<file path="src/rtl/cpu_sequencer_if.sv">
// Decoder-side bundle for the run-control sequencer.
// Requests and decoder enables travel master -> slave; gated enables, status and the
// retired-instruction count travel slave -> master. CNT_W sizes instr_count.
interface cpu_sequencer_if #(
   parameter int CNT_W = 16
);
   logic             wait_req;     // instruction reads SW, must wait for a press
   logic             halt_req;     // instruction is HALT
   logic             pcincr_dec;   // decoder PC increment
   logic             w_dec;        // decoder register write enable
   logic             pc_en;        // gated PC increment
   logic             reg_we;       // gated register write enable
   logic             sw_valid;     // SW operand valid this cycle
   logic             halted;       // sequencer is in HALT
   logic [2:0]       state;        // encoded FSM state
   logic [CNT_W-1:0] instr_count;  // retired instructions, saturating

   modport master (
      output wait_req, halt_req, pcincr_dec, w_dec,
      input  pc_en, reg_we, sw_valid, halted, state, instr_count
   );

   modport slave (
      input  wait_req, halt_req, pcincr_dec, w_dec,
      output pc_en, reg_we, sw_valid, halted, state, instr_count
   );
endinterface

</file>
<file path="src/rtl/cpu_sequencer.sv">
// Purpose: run-control FSM gating decoder PCincr/w; waits on debounced SW8 presses, latches HALT.
// Latency: enables combinational in the current cycle; press pulse at t -> LOAD at t+1;
//          raw button edge -> press pulse after 2 + DB_CYCLES cycles.
// Backpressure: the datapath is stalled (pc_en=reg_we=0) in WAIT_PRESS, WAIT_RELEASE, HALT, STEP_WAIT.
//
// Ports: clk, reset (sync, active-high), sw8/step raw async buttons, bus (cpu_sequencer_if.slave):
//        wait_req, halt_req, pcincr_dec, w_dec in; pc_en, reg_we, sw_valid, halted, state, instr_count out.
// Optional feature macro: SINGLE_STEP_EN (adds the step debouncer and STEP_WAIT gating).
module cpu_sequencer #(
   parameter int DB_CYCLES = 50000,
   parameter int CNT_W     = 16
) (
   input  logic            clk,
   input  logic            reset,
   input  logic            sw8,
   input  logic            step,
   cpu_sequencer_if.slave  bus
);

   typedef enum logic [2:0] {
      RUN          = 3'd0,
      WAIT_PRESS   = 3'd1,
      LOAD         = 3'd2,
      WAIT_RELEASE = 3'd3,
      HALT         = 3'd4,
      STEP_WAIT    = 3'd5
   } state_t;

   localparam int CW = (DB_CYCLES > 2) ? $clog2(DB_CYCLES) : 1;
   localparam logic [CW-1:0] LAST = CW'(DB_CYCLES - 1);

`ifdef SINGLE_STEP_EN
   localparam int NB = 2;
   logic [NB-1:0] raw;
   assign raw = {step, sw8};
`else
   localparam int NB = 1;
   logic [NB-1:0] raw;
   logic          step_unused;
   assign raw         = sw8;
   assign step_unused = step;
`endif

   // ---------------------------------------------------------------- debouncers
   logic [NB-1:0] sync1, sync2, lvl, lvl_d, armed;
   logic [CW-1:0] db_cnt [NB];
   logic [1:0]    fill;     // synchroniser holds real samples once this reaches 2
   logic [NB-1:0] press;

   always_ff @(posedge clk) begin
      if (reset) begin
         sync1 <= '0;
         sync2 <= '0;
         lvl   <= '0;
         lvl_d <= '0;
         armed <= '0;
         fill  <= 2'd0;
         for (int b = 0; b < NB; b++) db_cnt[b] <= '0;
      end else begin
         sync1 <= raw;
         sync2 <= sync1;
         lvl_d <= lvl;
         if (fill != 2'd2) fill <= fill + 2'd1;
         for (int b = 0; b < NB; b++) begin
            // A press only counts once the button has been seen released after reset,
            // so a button held through reset cannot fire.
            if (fill == 2'd2 && !sync2[b] && !lvl[b]) armed[b] <= 1'b1;
            if (sync2[b] != lvl[b]) begin
               if (db_cnt[b] == LAST) begin
                  lvl[b]    <= sync2[b];
                  db_cnt[b] <= '0;
               end else begin
                  db_cnt[b] <= db_cnt[b] + CW'(1);
               end
            end else begin
               db_cnt[b] <= '0;
            end
         end
      end
   end

   assign press = armed & lvl & ~lvl_d;

   logic sw_press, sw_rel;
   assign sw_press = press[0];
   assign sw_rel   = lvl_d[0] & ~lvl[0];

`ifdef SINGLE_STEP_EN
   logic step_press, step_go_q;
   assign step_press = press[1];

   // RUN may execute only in the cycle right after a step press.
   always_ff @(posedge clk) begin
      if (reset) step_go_q <= 1'b0;
      else       step_go_q <= step_press;
   end
`endif

   // ---------------------------------------------------------------- FSM
   state_t state_q, state_d;
   logic   pc_en_c, reg_we_c, sw_valid_c, halted_c;

   always_ff @(posedge clk) begin
      if (reset) state_q <= RUN;
      else       state_q <= state_d;
   end

   always_comb begin
      state_d    = state_q;
      pc_en_c    = 1'b0;
      reg_we_c   = 1'b0;
      sw_valid_c = 1'b0;
      halted_c   = 1'b0;
      case (state_q)
         RUN: begin
            if (bus.halt_req) begin
               state_d = HALT;
            end else if (bus.wait_req) begin
               state_d = WAIT_PRESS;
`ifdef SINGLE_STEP_EN
            end else if (step_go_q) begin
               pc_en_c  = bus.pcincr_dec;
               reg_we_c = bus.w_dec;
               if (bus.pcincr_dec) state_d = STEP_WAIT;
`else
            end else begin
               pc_en_c  = bus.pcincr_dec;
               reg_we_c = bus.w_dec;
`endif
            end
         end
         WAIT_PRESS: begin
            if (sw_press) state_d = LOAD;
         end
         LOAD: begin
            sw_valid_c = 1'b1;
            pc_en_c    = bus.pcincr_dec;
            reg_we_c   = bus.w_dec;
            state_d    = WAIT_RELEASE;
         end
         WAIT_RELEASE: begin
            if (sw_rel) state_d = RUN;
         end
         HALT: begin
            halted_c = 1'b1;
         end
`ifdef SINGLE_STEP_EN
         STEP_WAIT: begin
            if (step_press) state_d = RUN;
         end
`endif
         default: state_d = RUN;
      endcase
      // Reset aborts whatever is in flight: nothing is written or retired this cycle.
      if (reset) begin
         pc_en_c    = 1'b0;
         reg_we_c   = 1'b0;
         sw_valid_c = 1'b0;
         halted_c   = 1'b0;
      end
   end

   // ---------------------------------------------------------------- retired counter
   logic [CNT_W-1:0] cnt_q;

   always_ff @(posedge clk) begin
      if (reset)
         cnt_q <= '0;
      else if (pc_en_c && cnt_q != {CNT_W{1'b1}})
         cnt_q <= cnt_q + CNT_W'(1);
   end

   assign bus.pc_en       = pc_en_c;
   assign bus.reg_we      = reg_we_c;
   assign bus.sw_valid    = sw_valid_c;
   assign bus.halted      = halted_c;
   assign bus.state       = reset ? 3'd0 : state_q;
   assign bus.instr_count = reset ? '0 : cnt_q;

endmodule

</file>
<file path="src/flat_wrapper.sv">
// flat-port wrapper written by rule: the top's interface ports become plain ports
module cpu_sequencer_flat 
#(
   parameter int DB_CYCLES = 50000,
   parameter int CNT_W     = 16
)
  (clk, reset, sw8, step, bus_wait_req, bus_halt_req, bus_pcincr_dec, bus_w_dec, bus_pc_en, bus_reg_we, bus_sw_valid, bus_halted, bus_state, bus_instr_count);
  cpu_sequencer_if #(.CNT_W(CNT_W)) bus_i ();
  input  logic clk;
  input  logic reset;
  input  logic sw8;
  input  logic step;
  input wire logic [$bits(bus_i.wait_req)-1:0] bus_wait_req;
  input wire logic [$bits(bus_i.halt_req)-1:0] bus_halt_req;
  input wire logic [$bits(bus_i.pcincr_dec)-1:0] bus_pcincr_dec;
  input wire logic [$bits(bus_i.w_dec)-1:0] bus_w_dec;
  output wire logic [$bits(bus_i.pc_en)-1:0] bus_pc_en;
  output wire logic [$bits(bus_i.reg_we)-1:0] bus_reg_we;
  output wire logic [$bits(bus_i.sw_valid)-1:0] bus_sw_valid;
  output wire logic [$bits(bus_i.halted)-1:0] bus_halted;
  output wire logic [$bits(bus_i.state)-1:0] bus_state;
  output wire logic [$bits(bus_i.instr_count)-1:0] bus_instr_count;
  assign bus_i.wait_req = bus_wait_req;
  assign bus_i.halt_req = bus_halt_req;
  assign bus_i.pcincr_dec = bus_pcincr_dec;
  assign bus_i.w_dec = bus_w_dec;
  assign bus_pc_en = bus_i.pc_en;
  assign bus_reg_we = bus_i.reg_we;
  assign bus_sw_valid = bus_i.sw_valid;
  assign bus_halted = bus_i.halted;
  assign bus_state = bus_i.state;
  assign bus_instr_count = bus_i.instr_count;
  cpu_sequencer #(.DB_CYCLES(DB_CYCLES), .CNT_W(CNT_W)) u_core (.clk(clk), .reset(reset), .sw8(sw8), .step(step), .bus(bus_i));
endmodule
</file>
<file path="config.mk">
export PLATFORM = sky130hd
export DESIGN_NAME = cpu_sequencer_flat
export DESIGN_NICKNAME = d
export VERILOG_FILES = /design/src/rtl/cpu_sequencer_if.sv /design/src/rtl/cpu_sequencer.sv /design/src/flat_wrapper.sv
export SDC_FILE = /design/constraint.sdc
export NUM_CORES = 1
export LEC_CHECK = 0
export CAP_MARGIN = 15
export CELL_PAD_IN_SITES_DETAIL_PLACEMENT = 1
export CELL_PAD_IN_SITES_GLOBAL_PLACEMENT = 1
export CORE_MARGIN = 5
export CORE_UTILIZATION = 30
export CTS_BUF_LIST = sky130_fd_sc_hd__clkbuf_4 sky130_fd_sc_hd__clkbuf_8
export CTS_CLUSTER_DIAMETER = 30
export DETAILED_ROUTE_END_ITERATION = 12
export GPL_TIMING_DRIVEN = 0
export PLACE_DENSITY_LB_ADDON = 0.1
export SLEW_MARGIN = 20
export SYNTH_ARGS = -nofsm -noshare
export SYNTH_HDL_FRONTEND = slang
export SYNTH_SLANG_ARGS = --single-unit
</file>
<file path="constraint.sdc">
create_clock -name clk -period 3.19 [get_ports clk]
set_input_delay 0.319 -clock clk [delete_from_list [all_inputs] [get_ports clk]]
set_output_delay 0.319 -clock clk [all_outputs]
set_load 0.01 [all_outputs]
</file>
# Word-level counts from Yosys, hierarchy flattened

Memories as Yosys holds them, arrays and structs flattened.
Cells that the tools add are included.

Bits in registers: 26
Bits in latches: 0
Bits in writable memories: 16
ROM bits: 0
Bits of input ports: 8
Output and inout bits: 23
Word-level logic and storage cells: 79
Memories kept: 1

Memories:

| name          | depth | bits a word | rd ports | clocked after Yosys merged registers in | wr ports | RTL line            | RTL |
|---|---|---|---|---|---|---|---|
| u_core.db_cnt | 1     | 16          | 1        | 0                                       | 1        | cpu_sequencer.sv:46 | `logic [CW-1:0] db_cnt [NB];` |

Add/subtract/negate cells: 3
$mul: 0
Divide/modulo/power cells: 0
$lt $le $gt $ge: 0
Equal/unequal tests: 12
Shift operators: 0
Mux-type cells: 38
Bitwise logic cells: 6
Reduce and logical (&&, ||, !) cells: 11

Operators by type and width:

| cell                    | number |
|---|---|
| $mux W16                | 4 |
| $reduce_or A16 Y1       | 3 |
| $add A16 B1 Y16 const B | 2 |
| $mux W1                 | 26 |
| $eq A16 B16 Y1 const B  | 1 |
| $ne A16 B16 Y1 const B  | 1 |
| $mux W3                 | 5 |
| $pmux W3 S5             | 1 |
| $eq A3 B2 Y1 const B    | 2 |
| $ne A2 B1 Y1 const B    | 2 |
| $pmux W1 S2             | 2 |
| $reduce_and A4 Y1       | 1 |
| $and A1 B1 Y1           | 3 |
| $eq A3 B1 Y1 const B    | 1 |
| $eq A3 B3 Y1 const B    | 1 |
| $logic_and A1 B1 Y1     | 3 |
| $logic_not A3 Y1        | 1 |
| $ne A3 B3 Y1 const B    | 1 |
| $not A1 Y1              | 3 |
| $add A2 B1 Y2 const B   | 1 |
| $eq A2 B2 Y1 const B    | 1 |
| $logic_not A1 Y1        | 2 |
| $ne A2 B2 Y1 const B    | 1 |
| $reduce_and A2 Y1       | 1 |
| $ne A1 B1 Y1            | 1 |

# Logic depth before layout (Yosys ltp)

Gate-level depths: netlist (run 1).

Depth in word-level cells: 9
Depth in mapped cells: 6
Depth with buffers taken out: 5

# Least setup slack after synthesis (run 1)

No wires, ideal clock.

Kind: register to register
Start: memory u_core.db_cnt[0][4] (netlist bit)
End: memory u_core.db_cnt[0][10] (netlist bit) (data pin)
Library setup time: 0.266 ns
Arrival: 2.119 ns
Required time: 2.924 ns
Path slack: 0.805 ns
Stages on the path, launching flop included: 6
Buffers on the path: 1
Period minus slack after synthesis: 2.385 ns
Cell sequence: edfxtp_1 > or4b_2 > or4_1 > nand2_1 > clkbuf_1 > nor2_1

Longest elaborated chain between the ends: 9
Elaborated cells between the ends (all ways): 10
Those cells by class: add/sub: 1; eq/ne: 1; mux: 6; reduce/logical: 1; memory: 1

Ends and longest elaborated chain:

| item                               | RTL line            | RTL |
|---|---|---|
| from (decl)                        | cpu_sequencer.sv:46 |  |
| $mem_v2 Z1 W16 *                   | -                   |  |
| $eq A16 B16 Y1                     | cpu_sequencer.sv:69 | `if (db_cnt[b] == LAST) begin` |
| $mux W1                            | cpu_sequencer.sv:69 |  |
| $mux W1                            | cpu_sequencer.sv:68 | `if (sync2[b] != lvl[b]) begin` |
| $mux W1                            | cpu_sequencer.sv:51 | `if (reset) begin` |
| $mux W1 (not written as such)      | cpu_sequencer.sv:73 | `db_cnt[b] <= db_cnt[b] + CW'(1);` |
| $reduce_or A16 Y1 (no line)        | -                   |  |
| $mux W16 (no line) * (2 in series) | -                   |  |

Every way passes the cells marked *; elsewhere a longest branch is shown, timed or not.

# Worst setup path in the final report (run 1)

Start: input reset
End: output bus_instr_count[9]

Longest elaborated chain between the ends: 1

Ends and longest elaborated chain:

| item        | RTL line             | RTL |
|---|---|---|
| from (decl) | flat_wrapper.sv:10   | `input logic reset;` |
| $mux W16    | cpu_sequencer.sv:178 | `assign bus.instr_count = reset ? '0 : cnt_q;` |
| to (decl)   | flat_wrapper.sv:22   | `output wire logic [$bits(bus_i.instr_count)-1:0] bus_instr_count;` |

Every way passes these cells.

==> results.md, run 1 <==
* Sequential area share after synthesis at 44.5%
* Syn Area/Cell at 9.07 sq um
* Hold Path Class: flop to flop
* Final Util at 38.9%
* Tot GR Track Use at 13.6%
* CP max stage cell: clkdlybuf4s50_1
* Measured slew at the worst slew-check pin at 0.693 ns
* Share of cells above drive strength 1 at 10.0%
* First-pass DRT Iterations at 4
* Drt drc at 0
* Clock Latency Late Sink at 0.30 ns
* Worst Hold Slack at 0.439 ns
* Status: finished, final reports clean
* Vias in the first global route at 1,938
* # Max-Cap Violations at 0
* Element type at the critical path start: input pin
* Final worst setup slack at 0.441 ns
* I/O pin total at 31
* Final #Nets at 310
* Root Driver: clkbuf_8
* Pre-CTS setup slack at -0.102 ns
* Crit path max fanout at 10
* Endpoint class of the critical path: output pin
* Tmin final at 2.75 ns
* Max VDD drop at 0.164 mV
* DRT Wirelength at 5.78 mm
* Critical path cell sequence: clkdlybuf4s50_1 -> clkbuf_2 -> clkbuf_2 -> buf_1 -> nor2_1 -> clkdlybuf4s50_1
* Syn. warnings at 0
* Starting Density at 30.9%
* Post-DP HPWL at 4.21 mm
* Routed via count at 1,899
* Synth Flop Type: dfxtp_1
* TritonCTS clock tree: built
* Starting DRT DRC Count at 39
* Vias per cell at 4.76
* Fmax at 0.364 GHz
* Initial antenna violation count at 0
* Clock-pin slew on the worst setup and hold paths at 0.10 ns
* Antenna viol nets, final at 0
* Area growth syn-to-layout at 26.1%
* Post-Syn Instances at 248
* RSZ-0062 raised after global routing: no
* Yosys cell types at 44
* PD cells at 410 nW/um^2
* Die Span Y at 96.6 um
* Ant. Diodes at 0
* Final Wtd Congestion at 0.750
* Worst Skew at 0.0126 ns
* IO buf count at 29
* Clock tree buffer depth at 2
* Final Hold Fails at 0
* WP data required at 2.87 ns
* Final Cycle Share at 86.2%
* Yosys reg bits at 42
* DIE AREA at 9330 sq um
* FP Rows at 31
* Static leakage at 0.000945 uW
* H-tree Lvls at 2
* Placeable Area at 7290 sq um
* Num Clock Sinks at 42
* CP Class: input pin to output pin
* Hold Buf Count CTS at 0
* Slew Viols, Final at 0
* DIE WIDTH at 96.6 um
* CTS Buf Count at 5
* Number of synthesized flops with an enable pin at 16
* Final setup fails at 0
* Relative slew slack at 53.4%
* Grt total ovfl at 0
* Largest net degree at the start of global routing at 15
* Max stage delay on crit path at 0.50 ns
* Worst EP arrival at 2.43 ns
* Cell area after synthesis at 2250 sq um
* First-pass GRT wire length at 9.68 mm
* WL/cell at 14.5 um
* Fraction of registers with async set/reset at 0%
-- critical path: cells and delay by family --
kind	cells	cell delay, ns
buffers and inverters	5	2.02
AND/OR/NAND/NOR	1	0.08
-- registers in the layout, summed over array words and instances (netlist names) --
register	cells
u_core.cnt_q	16
u_core.db_cnt	16
u_core.state_q	3
u_core.fill	2
u_core.armed	1
u_core.lvl	1
u_core.lvl_d	1
u_core.sync1	1
u_core.sync2	1
-- final cells by class --
cell class	count	area (sq um)
inverter	10	37.5
clock buffer	5	68.8
tap	99	124
buffer	11	55.1
multi-input combinational	200	1220
fill	889	4460
sequential	42	1000
timing repair buffer	29	290
clock inverter	3	43.8
-- what timing repair did --
action,in CTS,in global routing
setup endpoints to repair,6,8
buffers inserted,0,0
gates resized for setup,1,4
-- metrics by stage --
step | cell area [sq um] | cells | setup TNS [ns] | total power [uW]
after CTS | 2830 | 399 | 0 | 1180
after global placement | 2720 | 391 | -0.231 | 736
after global routing | 2840 | 399 | 0 | 1230
after floorplan | 2310 | 263 | 0 | 699
final | 2840 | 399 | 0 | 1160
after detailed placement | 2720 | 391 | -0.342 | 741
-- cells in the mapped netlist (2+ instances only) --
cell      instances  area (sq um)
o31ai_1           3          22.5
ha_1              3          37.5
nand2_1           9          33.8
nor4_1            5          31.3
xor2_1            2          17.5
clkbuf_1          7          26.3
nand4_1           5          31.3
nor4b_1           4          35.0
mux2_2            9           101
o21ai_0           2          10.0
nand4b_1          3          26.3
xnor2_1          14           123
nor3_1           14          70.1
nor2b_1          18           113
edfxtp_1         16           480
a211oi_1          4          30.0
and2_1            2          12.5
or4b_2            2          20.0
a21oi_1          10          50.1
buf_2             2          10.0
nor2_1           41           154
nand3_1          13          65.1
dfxtp_1          26           521
and3_1            2          12.5
inv_1            10          37.5
or4_1             4          30.0
-- cell usage in the layout, fill, tap and decap left out, types with 5 or more instances in the layout --
master / count
a21oi_1: 10
clkbuf_8: 5
clkdlybuf4s50_1: 29
conb_1: 16
dfxtp_1: 26
edfxtp_1: 16
inv_1: 10
mux2_2: 9
nand2_1: 9
nand3_1: 13
nand4_1: 5
nor2_1: 41
nor2b_1: 18
nor3_1: 14
nor4_1: 5
xnor2_1: 14
-- final timing paths --
kind | from | end | slack, ns | cells past startpoint
max reg2reg | u_core.db_cnt[0][4] | u_core.db_cnt[0][9] | 0.44 | 5
min | u_core.sync1 | u_core.sync2 | 0.44 | 1
max | reset | bus_instr_count[9] | 0.44 | 6
min reg2reg | u_core.sync1 | u_core.sync2 | 0.44 | 1
-- routing by layer --
metal  vias up  track usage (%)  wire length [um]
met5         -                0                 0
met2        18             22.2              2730
met3         5             3.10               141
li1        974                -                 -
met1       902             18.1              2850
met4         0             3.50                59
-- report_power, final --
group / switching (uW) / internal [uW]
logic: 66.7 / 54.9
registers: 22.4 / 585
clock network: 199 / 235
-- logic make-up after synthesis --
kind of cell,Yosys count,synth area share [%]
other cells,1,0.167
compound gates,30,9.18
xor+xnor,16,6.23
fa+ha+maj,3,1.67
buf+inv,21,3.95
flops,42,44.5
mux,10,4.95
simple gates,125,29.4
Note: power is estimated with default switching activity, not from simulation.
==> run 2: changes to the inputs <==
--- a/config.mk
+++ b/config.mk
@@ -8,7 +8,7 @@
 export CAP_MARGIN = 15
 export CELL_PAD_IN_SITES_DETAIL_PLACEMENT = 1
 export CELL_PAD_IN_SITES_GLOBAL_PLACEMENT = 1
-export CORE_MARGIN = 5
+export CORE_MARGIN = 3
 export CORE_UTILIZATION = 30
 export CTS_BUF_LIST = sky130_fd_sc_hd__clkbuf_4 sky130_fd_sc_hd__clkbuf_8
 export CTS_CLUSTER_DIAMETER = 30
==> run 2 against run 1 <==
  * Sequential cell count unchanged
  * Clock-buffer cell count unchanged
  * Final cell count down 0.75%
  * Hold slack better by 0.025 ns
  * Critical path depth unchanged
  * Power down 1.2%
  * Utilization up 1.4 points
  * Non-clock buffer count unchanged
  * First-iteration DRC count up 44%
  * Sequential power about the same
  * Critical path type unchanged
  * Fmax down 6.5%
  * Global-route usage up 0.56 points
==> results.md, run 2 (synthesized netlist as in run 1, its figures left out) <==
* Root Driver: clkbuf_8
* PD cells at 406 nW/um^2 (-0.92%)
* Initial antenna violation count at 0 (unchanged)
* Tot GR Track Use at 14.1% (+0.56 points)
* Biggest regs: u_core.cnt_q x16, u_core.db_cnt x16, u_core.state_q x3
* CTS Buf Count at 5 (unchanged)
* Slew Viols, Final at 0 (unchanged)
* Reg-to-Reg End: u_core.db_cnt[0][9]
* Tmin final at 2.94 ns (+0.193 ns)
* Area growth syn-to-layout at 25.7%
* Clock tree buffer depth at 2 (unchanged)
* Element type at the critical path start: input pin
* Largest net degree at the start of global routing at 14 (-1)
* Final worst setup slack at 0.248 ns (-0.193 ns)
* TritonCTS clock tree: built
* Hold Path End: u_core.sync2
* Clock-pin slew on the worst setup and hold paths at 0.08 ns (-0.02 ns)
* WL/cell at 14.1 um (-2.7%)
* Crit path max fanout at 10 (unchanged)
* H-tree Lvls at 2 (unchanged)
* FP Rows at 30 (-3.2%)
* Hold path startpoint: u_core.sync1
* Final #Nets at 310 (unchanged)
* Postcts setup bufs at 0 (unchanged)
* CP Class: input pin to output pin
* Static leakage at 0.000941 uW (-0.38%)
* IO buf count at 29 (unchanged)
* Max VDD drop at 0.172 mV (+4.6%)
* DIE WIDTH at 92.6 um (-4.1%)
* # Max-Cap Violations at 0 (unchanged)
* Grt total ovfl at 0 (unchanged)
* Antenna viol nets, final at 0 (unchanged)
* Worst Skew at 0.00668 ns (-0.00593 ns)
* DIE AREA at 8570 sq um (-8.1%)
* Relative slew slack at 52.2% (-1.2 points)
* Starting DRT DRC Count at 56 (+44%)
* Comb power frac at 10.4% (about the same)
* Share of cells above drive strength 1 at 9.67% (-0.33 points)
* Fillers at 852 (-4.2%)
* Post-cts sizing count at 1 (unchanged)
* FF-to-FF Start: u_core.db_cnt[0][4]
* Final Cycle Share at 92.2% (+6.0 points)
* Final setup fails at 0 (unchanged)
* Pre-CTS setup slack at -0.0603 ns (+0.0414 ns)
* WP data required at 2.87 ns (about the same)
* First-pass GRT wire length at 9.60 mm (-0.79%)
* Int Pwr at 870 uW (-0.51%)
* RSZ-0062 raised after global routing: no
* Worst Hold Slack at 0.464 ns (+0.0253 ns)
* DRT Wirelength at 5.58 mm (-3.5%)
* Pwr Total at 1150 uW (-1.2%)
* Most frequent cells in the layout: nor2_1 (41), clkdlybuf4s50_1 (29), dfxtp_1 (26)
* Vias in the first global route at 1,960 (+1.1%)
* Fmax at 0.340 GHz (-6.5%)
* Psw at 278 uW (-3.4%)
* Drt drc at 0 (unchanged)
* Die Span Y at 92.6 um (-4.1%)
* Hold path cells at 1 (unchanged)
* Clock Latency Late Sink at 0.30 ns (about the same)
* Vias per cell at 4.84 (+1.6%)
* Sequential fraction of design power at 52.8% (+0.6 points)
* I/O pin total at 31 (unchanged)
* Post-DP HPWL at 4.08 mm (-3.0%)
* Commonest non-fill, non-tap cell in the layout: nor2_1
* Starting Density at 32.0% (+1.2 points)
* Status: finished, final reports clean
* Placeable Area at 7020 sq um (-3.7%)
* Routed via count at 1,915 (+0.84%)
* Measured slew at the worst slew-check pin at 0.710 ns (+0.0177 ns)
* Num Clock Sinks at 42 (unchanged)
* Hold Buf Count CTS at 0 (unchanged)
* First-pass DRT Iterations at 6 (+2)
* Worst EP arrival at 2.62 ns (+0.19 ns)
* Hold Path Class: flop to flop
* Final Util at 40.3% (+1.4 points)
* Switch share at 24.2% (-0.54 points)
* Final Wtd Congestion at 0.787 (+4.9%)
* Clock share of power at 36.9% (-0.4 points)
* Ant. Diodes at 0 (unchanged)
* Final Hold Fails at 0 (unchanged)
* FF-to-FF setup slack at 0.45 ns (about the same)
* Final Non-Filler Cells at 396 (-0.75%)
* Worst reg2reg path depth at 5 (unchanged)
* Endpoint class of the critical path: output pin
* Placed cells at 388 (-0.77%)
run 2: changes by cell type in the layout (fill, tap and decap cells not counted), sizes merged:
cell	before	now
buf	4	3
clkbuf	12	13
clkinv	1	2
inv	11	10
run 2: metal layers:
layer	wire (um)	vias to the layer above	global-route usage, %
met5	0	-	0
met4	89	0	5.20
met3	142	8	2.44
met2	2580	28	22.4
met1	2770	913	19.2
li1	-	966	-
run 2: power by group through the flow:
stage | clock (uW) | combinational, uW | sequential, uW
2_1_floorplan | 0 | 85.4 | 613
3_3_place_gp | 0 | 117 | 618
3_5_place_dp | 0 | 121 | 619
4_1_cts | 444 | 122 | 606
5_1_grt | 465 | 140 | 609
6_report | 423 | 119 | 606
run 2: worst max-delay path, cell delays in order:
cell and delay [ns]:
clkdlybuf4s50_1 0.48, clkbuf_1 0.43, clkbuf_1 0.43, clkbuf_2 0.36
nor4b_1 0.09, clkdlybuf4s50_1 0.50
run 2: worst max path at each step:
stage / start / to / slack [ns] / cells past startpoint
6_report: reset / bus_sw_valid / 0.25 / 6
5_1_grt: reset / bus_instr_count[12] / 0.04 / 6
4_1_cts: reset / bus_instr_count[9] / 0.02 / 6
3_5_place_dp: reset / bus_instr_count[10] / -0.06 / 6
3_3_place_gp: reset / bus_instr_count[10] / -0.06 / 6
2_1_floorplan: u_core.db_cnt[0][4] / u_core.db_cnt[0][10] / 0.80 / 5
run 2: through the flow:
| step | TNS [ns] | cell area [sq um] |
|---|---|---|
| finish | 0 | 2830 |
| global route | 0 | 2830 |
| CTS | 0 | 2830 |
| detailed placement | -0.0872 | 2720 |
| global placement | -0.0930 | 2720 |
| floorplan | 0 | 2310 |
run 2: layout make-up:
class	instances	area [sq um]	share of cell area (%)
Inverter	10	37.5	1.33
Timing Repair Buffer	29	290	10.3
Clock buffer	5	68.8	2.43
Multi-Input combinational cell	200	1220	43.0
Tap cell	96	120	4.25
Clock inverter	3	40.0	1.42
Buffer	11	53.8	1.90
Sequential cell	42	1000	35.4
